## src/rtl/register_bus_arbiter.sv

```systemverilog
// Round-robin arbiter that shares one register bus between two requesters.
// One transaction in flight; read data is routed back only to the issuing port.
module register_bus_arbiter #(
  parameter int unsigned READ_LATENCY = 1
) (
  input  logic        ipClk,
  input  logic        ipReset,
  input  logic        ipReq0,
  input  logic        ipReq1,
  input  logic        ipWrEn0,
  input  logic        ipWrEn1,
  input  logic [7:0]  ipAddr0,
  input  logic [7:0]  ipAddr1,
  input  logic [31:0] ipWrData0,
  input  logic [31:0] ipWrData1,
  output logic        opAck0,
  output logic        opAck1,
  output logic        opRdValid0,
  output logic        opRdValid1,
  output logic [31:0] opRdData0,
  output logic [31:0] opRdData1,
  output logic [7:0]  opAddress,
  output logic [31:0] opWrData,
  output logic        opWrEnable,
  input  logic [31:0] ipRdData
);

  typedef enum logic [1:0] {
    IDLE  = 2'd0,
    ISSUE = 2'd1,
    WAIT  = 2'd2
  } state_e;

  state_e      state_q, state_d;
  logic        last_grant_q, last_grant_d;
  logic [2:0]  cnt_q, cnt_d;
  logic [7:0]  addr_q, addr_d;
  logic [31:0] wdata_q, wdata_d;
  logic        wren_q, wren_d;
  logic        ack0_q, ack0_d;
  logic        ack1_q, ack1_d;
  logic        rv0_q, rv0_d;
  logic        rv1_q, rv1_d;
  logic [31:0] rdata0_q, rdata0_d;
  logic [31:0] rdata1_q, rdata1_d;
  logic        grant;

  always_comb begin
    // NOTE: every signal written here gets a default first, so no path can infer a latch.
    state_d      = state_q;
    last_grant_d = last_grant_q;
    cnt_d        = cnt_q;
    addr_d       = addr_q;
    wdata_d      = wdata_q;
    rdata0_d     = rdata0_q;
    rdata1_d     = rdata1_q;
    wren_d       = 1'b0;
    ack0_d       = 1'b0;
    ack1_d       = 1'b0;
    rv0_d        = 1'b0;
    rv1_d        = 1'b0;
    grant        = 1'b0;

    unique case (state_q)
      IDLE: begin
        if (ipReq0 || ipReq1) begin
          // On a tie the port that did not win last time is served.
          grant        = (ipReq0 && ipReq1) ? ~last_grant_q : ipReq1;
          last_grant_d = grant;
          addr_d       = grant ? ipAddr1   : ipAddr0;
          wdata_d      = grant ? ipWrData1 : ipWrData0;
          wren_d       = grant ? ipWrEn1   : ipWrEn0;
          ack0_d       = ~grant;
          ack1_d       = grant;
          state_d      = ISSUE;
        end
      end
      ISSUE: begin
        if (wren_q) begin
          state_d = IDLE;
        end else begin
          cnt_d   = 3'(READ_LATENCY - 1);
          state_d = WAIT;
        end
      end
      WAIT: begin
        if (cnt_q != 3'd0) begin
          cnt_d = cnt_q - 3'd1;
        end else begin
          if (last_grant_q) begin
            rdata1_d = ipRdData;
            rv1_d    = 1'b1;
          end else begin
            rdata0_d = ipRdData;
            rv0_d    = 1'b1;
          end
          state_d = IDLE;
        end
      end
      default: state_d = IDLE;
    endcase
  end

  always_ff @(posedge ipClk) begin
    // NOTE: reset is sampled on the clock edge; all state, including captured read data, returns to known values.
    if (ipReset) begin
      state_q      <= IDLE;
      last_grant_q <= 1'b1;
      cnt_q        <= 3'd0;
      addr_q       <= 8'd0;
      wdata_q      <= 32'd0;
      wren_q       <= 1'b0;
      ack0_q       <= 1'b0;
      ack1_q       <= 1'b0;
      rv0_q        <= 1'b0;
      rv1_q        <= 1'b0;
      rdata0_q     <= 32'd0;
      rdata1_q     <= 32'd0;
    end else begin
      state_q      <= state_d;
      last_grant_q <= last_grant_d;
      cnt_q        <= cnt_d;
      addr_q       <= addr_d;
      wdata_q      <= wdata_d;
      wren_q       <= wren_d;
      ack0_q       <= ack0_d;
      ack1_q       <= ack1_d;
      rv0_q        <= rv0_d;
      rv1_q        <= rv1_d;
      rdata0_q     <= rdata0_d;
      rdata1_q     <= rdata1_d;
    end
  end

  assign opAck0     = ack0_q;
  assign opAck1     = ack1_q;
  assign opRdValid0 = rv0_q;
  assign opRdValid1 = rv1_q;
  assign opRdData0  = rdata0_q;
  assign opRdData1  = rdata1_q;
  assign opAddress  = addr_q;
  assign opWrData   = wdata_q;
  assign opWrEnable = wren_q;

endmodule
```

## config.mk

```make
export PLATFORM = sky130hd
export DESIGN_NAME = register_bus_arbiter
export DESIGN_NICKNAME = d
export VERILOG_FILES = /design/src/rtl/register_bus_arbiter.sv
export SDC_FILE = /design/constraint.sdc
export NUM_CORES = 1
export LEC_CHECK = 0
export CAP_MARGIN = 25
export CORE_MARGIN = 10
export CORE_UTILIZATION = 40
export CTS_BUF_LIST = sky130_fd_sc_hd__clkbuf_16
export DETAILED_ROUTE_END_ITERATION = 12
export PLACE_DENSITY = 0.84
export RECOVER_POWER = 25
export SLEW_MARGIN = 30
export SYNTH_ARGS = -nofsm -noshare
export SYNTH_HDL_FRONTEND = slang
export SYNTH_SLANG_ARGS = --single-unit
```

## constraint.sdc

```tcl
create_clock -name ipClk -period 2.25 [get_ports ipClk]
set_input_delay 0.675 -clock ipClk [delete_from_list [all_inputs] [get_ports ipClk]]
set_output_delay 0.675 -clock ipClk [all_outputs]
set_load 0.02 [all_outputs]
```

# Yosys cells after proc, flatten, opt, wreduce, memory -nomap -nowiden
# Cells that the tools add are included.
[totals]
reg_bits = 115
inputBits = 118
out_inout_bits = 109
word_cells = 50
[op_classes]
n_addsub = 1
eq_ne = 6
n_mux = 13
bitwise_logic = 6
reduce_logical = 12
[ops]
columns = ["op", "n"]
rows = [
  ["$mux 32", 1],
  ["$reduce_and 3->1", 3],
  ["$mux 8", 1],
  ["$ne 2x2->1 const B", 4],
  ["$mux 2", 3],
  ["$mux 3", 2],
  ["$not 1->1", 6],
  ["$pmux 2 s3", 1],
  ["$pmux 3 s2", 1],
  ["$reduce_or 3->1", 2],
  ["$mux 1", 4],
  ["$reduce_and 2->1", 2],
  ["$reduce_bool 3->1", 1],
  ["$sub 3x1->3 const B", 1],
  ["$eq 2x1->1 const B", 1],
  ["$eq 2x2->1 const B", 1],
  ["$logic_not 2->1", 1],
  ["$reduce_bool 2->1", 1],
  ["$logic_and 1x1->1", 1],
  ["$logic_or 1x1->1", 1],
]

# Depth between registers and ports, before layout
[depth]
word_depth = 3
ltp_mapped = 8
depth_no_buf = 6

# Least setup slack after synthesis
# No wires, ideal clock.
[synth_timing]
kind = "input to register"
from = "input port ipReq1"
to = "register addr_q[0], in the netlist opAddress[0]"
setup_ns = 0.089
arrival_ns = 1.596
t_required_ns = 2.161
slack_ns = 0.566
cell_stages = 6
path_buffers = 3
path_cell_list = "or2_0 > buf_2 > and2_1 > buf_6 > buf_6 > a311oi_2"
[synth_via]
elab_chain_len = 3
elab_cells_between_ends = 5
cone_classes = "2 x mux; 3 x reduce/logical"
[synth_rtl]
columns = ["item", "line", "source"]
rows = [
  ["start, declared", "9", "input logic ipReq1,"],
  ["$logic_and 1x1->1", "68", "grant = (ipReq0 && ipReq1) ? ~last_grant_q : ipReq1;"],
  ["$mux 1", "68", ""],
  ["$mux 8", "70", "addr_d = grant ? ipAddr1 : ipAddr0;"],
  ["end signal, assigned", "123", "addr_q <= addr_d;"],
  ["end, declared", "37", "logic [7:0] addr_q, addr_d;"],
]
# Several ways; a longest one is shown, not always the timed one.
# A chain may end at the register's enable or synchronous reset.

# Final worst setup path
[layout_timing]
from = "register wdata_q[17], in the netlist opWrData[17]"
to = "output port opWrData[17]"
[layout_rtl]
columns = ["item", "line", "source"]
rows = [
  ["start, declared", "38", "logic [31:0] wdata_q, wdata_d;"],
  ["start signal, assigned", "124", "wdata_q <= wdata_d;"],
  ["end, declared", "23", "output logic [31:0] opWrData,"],
]
# No word-level cell between the ends.

==> flow_metrics.py <==
metrics = {
    "detailed_routing": {
        "drt-pass1-iter-count": 6,
        "vias_per_cell": 5.26,
        "wl_um": 16300,
        "ant_nets": 0,
        "vias": 4827,
        "drcViolationCount": 0,
        "drt_first_iter_violations": 377,
        "post_drt_wl_per_cell_um": 17.7,
    },
    "cts": {
        "cts_tree": "done",
        "htree_num_levels": 4,
        "hold_buffers": 0,
        "post_cts_buffers": 0,
        "clkTransAtPathRegs_ns": 0.05,
        "cts_resized": 0,
        "root_buffer": "clkbuf_16",
        "cts.sinks": 115,
        "cts-buffers-inserted": 17,
        "clock_path_buffers": 2,
        "insertion_delay_ns": 0.40,
    },
    "yosys": {
        "yosys.area_share.simple_pct": 19.3,
        "synthMuxAreaShare_pct": 0.213,
        "synth_nets": 672,
        "synth_edf_count": 0,
        "synth_top_family_by_area": "compound AO/OA/AOI/OAI gates",
        "syn_area_um2": 4700,
        "synth-compound-area-share_pct": 25.1,
        "synth_seq_cells": 115,
        "yosysWarnings": 0,
        "avgSynthCellArea_um2": 8.51,
        "synth_fa_ha_area_share_pct": 0.533,
        "synth_xor_area_share_pct": 0,
        "seq_area_frac_synth_pct": 49.0,
        "synth_cell_type_count": 29,
        "synth_top_area_share_pct": 49.0,
        "ys.flop_type": "dfxtp_1",
        "synth_area_leader_cell": "dfxtp_1",
        "synthTopCellsByArea": "dfxtp_1, nand2_1, a311oi_2, a21oi_1, buf_2",
        "synthArstFlopShare_pct": 0,
        "netlist_instances": 552,
    },
    "global_route": {
        "track_usage_pct": 18.7,
        "grt_pass1_wl_um": 25000,
        "overflow": 0,
        "antenna_found_initial": 0,
        "grt_pass1_vias": 5059,
        "grt_max_degree": 53,
    },
    "cells_and_area": {
        "drive_gt1_share_pct": 9.82,
        "nets": 881,
        "diodes": 0,
        "area_delta_synth_final_pct": 62.4,
        "stdcell_count": 917,
    },
    "sta": {
        "fmax_ghz": 0.480,
        "skew_ns": 0.0104,
        "setup-tns-final_ns": 0,
        "rsz0062_at_grt": "false",
        "finalHoldViolCount": 0,
        "setup_viol": 0,
        "worst_pin_slew_ns": 0.726,
        "fin_crit_sh_pct": 92.6,
        "relSlewSlack_pct": 51.6,
        "slew_violations": 0,
        "setup_ws_ns": 0.165,
        "fin_crit_ns": 2.08,
    },
    "die": {
        "die-area_um2": 16500,
        "core_area_um2": 11500,
        "num_rows": 39,
        "die_h_um": 128,
        "start_util_pct": 41.0,
        "die_w_um": 128,
        "num_io_pins": 227,
    },
    "worst_hold_path": {
        "min_path_cells": 2,
        "min_from": "opRdData1[22]$_SDFFE_PP0P_",
        "min_path_type": "flip-flop to flip-flop",
    },
    "critical_path": {
        "path_delay_family": "buffers and inverters",
        "path_cells": "clkdlybuf4s50_1",
        "required_ns": 1.57,
        "startpoint_type": "flip-flop",
        "crit_type": "flip-flop to output pin",
        "timing.rr.start": "cnt_q[0]$_SDFFE_PP0P_",
        "worstSetupEndpointType": "output pin",
        "r2r_cells": 7,
        "r2r_slack_ns": 0.26,
        "critPathLaunch": "opWrData[17]$_SDFFE_PP0P_",
        "worstPathArrival_ns": 1.41,
        "cp_slowest_cell": "clkdlybuf4s50_1",
        "worst-path-buf-inv": 1,
        "path_depth": 1,
        "critPathMaxStageDelay_ns": 0.65,
        "path_max_fanout": 2,
    },
    "power": {
        "vdd_ir_drop_max_mv": 0.484,
        "netSwitchingFraction_pct": 24.8,
        "p_leak_nw": 2.72,
        "p_switching_mw": 1.54,
        "clock_power_share_pct": 45.5,
        "power_mw": 6.21,
        "combinationalPowerShare_pct": 18.4,
        "power.density_nw_per_um2": 813,
        "seq_power_share_pct": 36.2,
        "p_int_mw": 4.67,
    },
    "placed_design": {
        "io_buffers": 226,
        "place_hpwl_um": 12100,
        "place_ws_ns": 0.0427,
        "place_inst": 885,
        "place_congestion": 0.877,
    },
    "run_status": {
        "status": "complete, no violations",
    },
    "run": {
        "cap_violations": 0,
    },
}
-- final timing paths --
| kind | endpoint |
|---|---|
| hold reg to reg | opRdData1[22]$_SDFFE_PP0P_ |
| hold / removal | opRdData1[22]$_SDFFE_PP0P_ |
| setup / recovery | opWrData[17] |
| setup reg to reg | opRdData0[21]$_SDFFE_PP0P_ |
-- cell families (layout without fill, tap and decap cells) --
logic type                 count (synthesis)  in the layout
muxes                                      1              1
AOI/OAI and AO/OA                        151            151
DFF                                      115            115
and+or+nand+nor                          228            228
adders and majority gates                  2              2
buffers and inverters                     55            277
-- layer usage --
layer  up-vias  wire [um]  track usage (%)
met1      2271       6310             19.2
met5         -          0                0
met2       241       7630             31.7
met3        14       2150             10.3
li1       2301          -                -
met4         0        195             6.36
-- flip-flops by register name, indices dropped and copies added (netlist names) --
register / cells
cnt_q: 3
state_q: 2
opAck0: 1
opRdData0: 32
opRdValid1: 1
last_grant_q: 1
opRdValid0: 1
opRdData1: 32
opAck1: 1
opWrEnable: 1
opAddress: 8
opWrData: 32
-- through the flow --
step	area, um2	utilization [%]	hold WS, ns
final	7630	66.5	0.451
after global routing	7630	66.5	0.471
after CTS	7720	67.3	0.453
after detailed placement	7090	61.9	0.446
after global placement	7090	61.9	0.441
after floorplan	4700	-	0.454
-- power groups by stage --
stage | clock [mW] | sequential, mW | combinational (mW)
3_5_place_dp | 0 | 2.28 | 1.18
2_1_floorplan | 0 | 2.41 | 0.462
3_3_place_gp | 0 | 2.28 | 1.15
6_report | 2.82 | 2.25 | 1.14
5_1_grt | 2.95 | 2.26 | 1.22
4_1_cts | 2.87 | 2.25 | 1.18
-- tightest hold or removal path, stage by stage, from the launching register on --
cell	delay, ns
dfxtp_1	0.30
nand2_1	0.05
a21oi_1	0.05
-- cell usage in the layout, fill, tap and decap left out, types with 3 or more instances in the layout --
master	n
clkbuf_2	3
inv_1	6
clkinv_1	3
buf_4	6
nand2b_1	3
clkdlybuf4s50_1	224
a21oi_1	104
nand2_1	209
clkbuf_16	17
a311oi_1	10
a311oi_2	30
buf_12	5
bufinv_16	5
dfxtp_1	115
nor2_1	3
nor3_1	3
-- area by class of cell --
type / instances / area [um2]
repair buffers: 242 / 2430
clock buffers: 17 / 425
clock inverters: 15 / 198
inverters: 3 / 11.3
flip-flops and latches: 115 / 2300
well taps: 143 / 179
multi-input cells: 382 / 2080
fillers: 915 / 3840
-- Yosys cell counts (2+ instances only) --
master,count
nand2_1,209
nor3_1,3
inv_1,3
clkbuf_1,19
a21oi_1,104
ha_1,2
buf_6,5
o22ai_1,2
a311oi_2,40
o32ai_1,2
buf_1,3
dfxtp_1,115
buf_2,24
nand2b_1,3
nor2_1,4
(Power assumes the default switching activity.)
